===== src/rtl/mem_port_arbiter.sv =====
// Two-requester memory port arbiter with round-robin tie breaking and a
// BUSY-state wait timeout; each transaction runs IDLE -> BUSY -> DONE.
module mem_port_arbiter #(
    parameter int unsigned WAIT_LIMIT = 15
) (
    input  logic        clk,
    input  logic        rst_n,
    input  logic        req0_valid,
    input  logic        req0_wr,
    input  logic [15:0] req0_addr,
    input  logic [31:0] req0_wdata,
    output logic [31:0] req0_rdata,
    output logic        req0_done,
    output logic        req0_err,
    input  logic        req1_valid,
    input  logic        req1_wr,
    input  logic [15:0] req1_addr,
    input  logic [31:0] req1_wdata,
    output logic [31:0] req1_rdata,
    output logic        req1_done,
    output logic        req1_err,
    output logic        mem_valid,
    output logic        mem_wr,
    output logic [15:0] mem_addr,
    output logic [31:0] mem_wdata,
    input  logic [31:0] mem_rdata,
    input  logic        mem_ready,
    output logic [1:0]  grant
);

    typedef enum logic [1:0] {
        IDLE = 2'd0,
        BUSY = 2'd1,
        DONE = 2'd2
    } state_t;

    localparam logic [7:0] WaitLimitC = 8'(WAIT_LIMIT);

    state_t      state_q, state_d;
    logic [1:0]  grant_q, grant_d;
    logic        wr_q, wr_d;
    logic [15:0] addr_q, addr_d;
    logic [31:0] wdata_q, wdata_d;
    logic [7:0]  waitCnt_q, waitCnt_d;
    logic        timeout_q, timeout_d;
    logic        lastWin_q, lastWin_d;
    logic [31:0] rdata0_q, rdata0_d;
    logic [31:0] rdata1_q, rdata1_d;
    logic        pick1;
    logic [7:0]  waitInc;

    always_ff @(posedge clk or negedge rst_n) begin
        if (!rst_n) begin
            state_q   <= IDLE;
            grant_q   <= 2'b00;
            wr_q      <= 1'b0;
            addr_q    <= 16'h0000;
            wdata_q   <= 32'h0;
            waitCnt_q <= 8'd0;
            timeout_q <= 1'b0;
            // lastWin_q = 1 means req1 won last, so the first tie goes to req0
            lastWin_q <= 1'b1;
            rdata0_q  <= 32'h0;
            rdata1_q  <= 32'h0;
        end else begin
            state_q   <= state_d;
            grant_q   <= grant_d;
            wr_q      <= wr_d;
            addr_q    <= addr_d;
            wdata_q   <= wdata_d;
            waitCnt_q <= waitCnt_d;
            timeout_q <= timeout_d;
            lastWin_q <= lastWin_d;
            rdata0_q  <= rdata0_d;
            rdata1_q  <= rdata1_d;
        end
    end

    always_comb begin
        state_d   = state_q;
        grant_d   = grant_q;
        wr_d      = wr_q;
        addr_d    = addr_q;
        wdata_d   = wdata_q;
        waitCnt_d = waitCnt_q;
        timeout_d = timeout_q;
        lastWin_d = lastWin_q;
        rdata0_d  = rdata0_q;
        rdata1_d  = rdata1_q;
        pick1     = req1_valid && (!req0_valid || !lastWin_q);
        waitInc   = waitCnt_q + 8'd1;

        case (state_q)
            IDLE: begin
                if (req0_valid || req1_valid) begin
                    state_d   = BUSY;
                    grant_d   = pick1 ? 2'b10 : 2'b01;
                    wr_d      = pick1 ? req1_wr : req0_wr;
                    addr_d    = pick1 ? req1_addr : req0_addr;
                    wdata_d   = pick1 ? req1_wdata : req0_wdata;
                    waitCnt_d = 8'd0;
                    timeout_d = 1'b0;
                end
            end
            BUSY: begin
                if (mem_ready) begin
                    state_d = DONE;
                    if (!wr_q) begin
                        if (grant_q[1]) rdata1_d = mem_rdata;
                        else            rdata0_d = mem_rdata;
                    end
                end else if (waitInc == WaitLimitC) begin
                    state_d   = DONE;
                    timeout_d = 1'b1;
                    waitCnt_d = waitInc;
                end else begin
                    waitCnt_d = waitInc;
                end
            end
            DONE: begin
                state_d   = IDLE;
                lastWin_d = grant_q[1];
                grant_d   = 2'b00;
            end
            default: state_d = IDLE;
        endcase
    end

    // Status outputs are decoded from registered state only.
    assign mem_valid  = (state_q == BUSY);
    assign mem_wr     = wr_q;
    assign mem_addr   = addr_q;
    assign mem_wdata  = wdata_q;
    assign grant      = grant_q;
    assign req0_done  = (state_q == DONE) && grant_q[0];
    assign req1_done  = (state_q == DONE) && grant_q[1];
    assign req0_err   = req0_done && timeout_q;
    assign req1_err   = req1_done && timeout_q;
    assign req0_rdata = rdata0_q;
    assign req1_rdata = rdata1_q;

endmodule


===== config.mk =====
export PLATFORM = sky130hd
export DESIGN_NAME = mem_port_arbiter
export DESIGN_NICKNAME = d
export VERILOG_FILES = /design/src/rtl/mem_port_arbiter.sv
export SDC_FILE = /design/constraint.sdc
export NUM_CORES = 1
export LEC_CHECK = 0
export ABC_CLOCK_PERIOD_IN_PS = 1800
export CAP_MARGIN = 25
export CELL_PAD_IN_SITES_DETAIL_PLACEMENT = 1
export CELL_PAD_IN_SITES_GLOBAL_PLACEMENT = 1
export CORE_ASPECT_RATIO = 1.1
export CORE_UTILIZATION = 28
export CTS_CLUSTER_DIAMETER = 150
export DETAILED_ROUTE_END_ITERATION = 6
export GPL_ROUTABILITY_DRIVEN = 1
export GPL_TIMING_DRIVEN = 0
export PLACE_DENSITY_LB_ADDON = 0.1
export SYNTH_ARGS = -nofsm -noshare
export SYNTH_HDL_FRONTEND = slang
export SYNTH_SLANG_ARGS = --single-unit

===== constraint.sdc =====
create_clock -name clk -period 1.8 [get_ports clk]
set_clock_uncertainty 0.15 [all_clocks]
set_input_delay 0.27 -clock clk [delete_from_list [all_inputs] [get_ports clk]]
set_output_delay 0.27 -clock clk [all_outputs]
set_load 0.005 [all_outputs]

==> metrics <==
dpl hpwl=12840 um; CTS HTree Levels=4; Async SR Flop Fraction=100.0%; leakage power=3.942 nW; DRC=3; Max Cap Violations=0; Clk pwr share=22.7%; Placement Cell Area=8059 sq um; Power Total=14.79 mW; Tmin final=1.827 ns; top achievable clock speed=547.4 MHz; combinational power share=43.6%; sequential share of the synthesized area=61.26%; CP startpoint kind=register; first drt pass iteration count=7; DRT iter0 DRCs=276; crit path DAT=1.41 ns; number of synthesized flops with an enable pin=0; CTS Buffer Depth=2; Critical Path End Type=output port; Syn Nets=519; Clock Tree Root=clkbuf_16; Psw=4.374 mW; Fin Setup TNS=-0.2413 ns; layout cells sized above 1=22.91%; synthesized cell area=5190 sq um; # nets final=805; synthesized flop and latch total=127; Final Hold Fails=0; Congestion Overflow GR=0; Die X=131.8 um; Most used DFF post-synth=dfrtp_1; Pint=10.42 mW; routed vias=4358; failing checks=DRC, setup timing; Core Box Area=17930 sq um; I/O pin total=255; sw frac=29.58%; Die Y=144.8 um; routed len/inst=18.65 um; Initial Util=28.94%; Syn Inst Count=382; critical path data required time=1.38 ns; power density over the cells=1668 nW/um^2; diode count=0; vias in the first global route=4834; worst r2r path cells=5; Synth cell types=36; first-pass GRT wire length=26690 um; outcome=complete, but fails checks; clock-pin slew on the worst setup and hold paths=0.05 ns; final instance area=8866 sq um; Max rail drop VDD=0.7307 mV; largest net degree at the start of global routing=88; Filler cells=1859; antenna-violating nets left=0; initial antenna violation count=0; CTS buffer count=17; Synth warnings=0; actual slew at the worst max-slew pin=0.4541 ns; wirelength, routed=17140 um; final hold slack=0.2011 ns; clk_lat worst skew=0.41 ns; Avg Inst Size Synth=13.59 sq um; Slew Limit Fails=0; Crit Path Max Fanout=6; unrepaired setup endpoints after global routing=yes; setup violators final=26; global placement routability congestion=0.7666; Slew Limit Headroom=69.73%; area grow syn2layout=70.83%; power share of the sequential group=33.7%; CTS Sinks=127; number of port buffers=254; HP Class=in2async; CTS tree=yes; Vias/cell=4.742; num rows=51; min setup slack post-route=-0.02680 ns; GRT Util Overall=18.39%; Tcrit/Tclk final=101.5%; Die ar.=19080 sq um; CP Class=reg2out
[power by group through the flow]
stage / Combinational [mW] / Sequential [mW] / Clock, mW
floorplan: 2.29 / 5.04 / 0
global placement: 6.02 / 4.95 / 0
detailed placement: 6.16 / 5.03 / 0
CTS: 6.39 / 5.00 / 3.46
global route: 6.98 / 5.17 / 3.60
finish: 6.45 / 4.99 / 3.36
[registers in the layout, indices dropped and copies added (netlist names)]
register	flops
mem_wdata	32
req0_rdata	32
req1_rdata	32
mem_addr	16
waitCnt_q	8
grant	2
state_q	2
lastWin_q	1
mem_wr	1
timeout_q	1
[path summary, 6_finish.rpt]
kind,slack [ns],endpoint,from
max,-0.03,req1_err,state_q[0]
min,0.20,mem_wdata[4],rst_n
max reg2reg,-0.02,req0_rdata[30],grant[1]
min reg2reg,0.34,req1_rdata[29],req1_rdata[29]
max in group asynchronous,0.54,req0_rdata[20],rst_n
min in group clk,0.29,mem_wdata[18],req1_wdata[18]
[worst max-delay path, stage by stage, from the launching register on]
cell and delay (ns):
dfrtp_2 0.48, nor2b_4 0.14, buf_6 0.11, and3_4 0.18, buf_6 0.09
[cells by family after synthesis]
logic type / Yosys count / share of synthesized area [%]
AOI/OAI and AO/OA: 72 / 12.08
and+or+nand+nor: 38 / 4.845
adders and majority gates: 2 / 0.4821
muxes: 64 / 13.89
buffers and inverters: 76 / 6.943
xor gates and xnor gates: 3 / 0.5064
DFF: 127 / 61.26
[cell type report]
cell class,count,area [sq um],area share [%]
flip-flops and latches,127,3183,35.90
repair buffers,270,2705,30.51
multi-input cells,179,1694,19.11
clock buffers,19,442.9,4.996
well taps,238,297.8,3.359
plain buffers,22,211.5,2.385
inverters,51,191.4,2.159
clock inverters,13,140.1,1.581
[synth_stat cells, types with 3 or more instances]
cell type  instances  area, sq um
dfrtp_1          126         3153
mux2_2            62        698.2
inv_1             51        191.4
a222oi_1          49        490.5
buf_2             12        60.06
o21ai_0           10        50.05
nand2_1            9        33.78
buf_6              8        90.09
and3_1             6        37.54
a21oi_1            5        25.02
clkbuf_1           5        18.77
and2_1             3        18.77
nand3_1            3        15.01
nor2b_1            3        18.77
[layout by cell type (no fill, tap or decap), drive strengths merged, types with 2 or more instances in the layout]
cell type / instances
a21oi: 5
a222oi: 49
a31o: 2
and2: 3
and3: 6
buf: 41
bufinv: 2
clkbuf: 20
clkdlybuf4s50: 247
clkinv: 9
dfrtp: 126
ha: 2
inv: 52
mux2: 64
nand2: 9
nand2b: 3
nand3: 3
nand4: 2
nand4b: 2
nor2b: 3
nor3b: 2
o21ai: 12
xor2: 2
[stage by stage]
stage / util, % / cells / setup slack [ns]
final: 49.45 / 919 / -0.02680
after global routing: 49.45 / 919 / -0.1039
after floorplan: - / 382 / 0.08502
after global placement: 44.78 / 874 / -4.876
after CTS: 48.92 / 913 / -0.03831
after detailed placement: 44.94 / 875 / -0.6242
[layer usage]
layer | track usage (%) | wire length, um | part of all wire, % | up-vias
li1 | - | - | - | 1986
met1 | 20.23 | 6612 | 39 | 2188
met2 | 33.00 | 9083 | 53 | 165
met3 | 6.130 | 1186 | 6.9 | 19
met4 | 7.038 | 259 | 1.5 | 0
met5 | 0 | 0 | 0 | -
[timing repair]
item,4_1_cts,5_1_grt
pin swaps,1,44
hold buffers,1,0
setup endpoints to repair,125,113
resized for setup,44,21
endpoints found under the hold margin,40,0
setup buffers,7,7
Power figures use the tool's default switching activity.
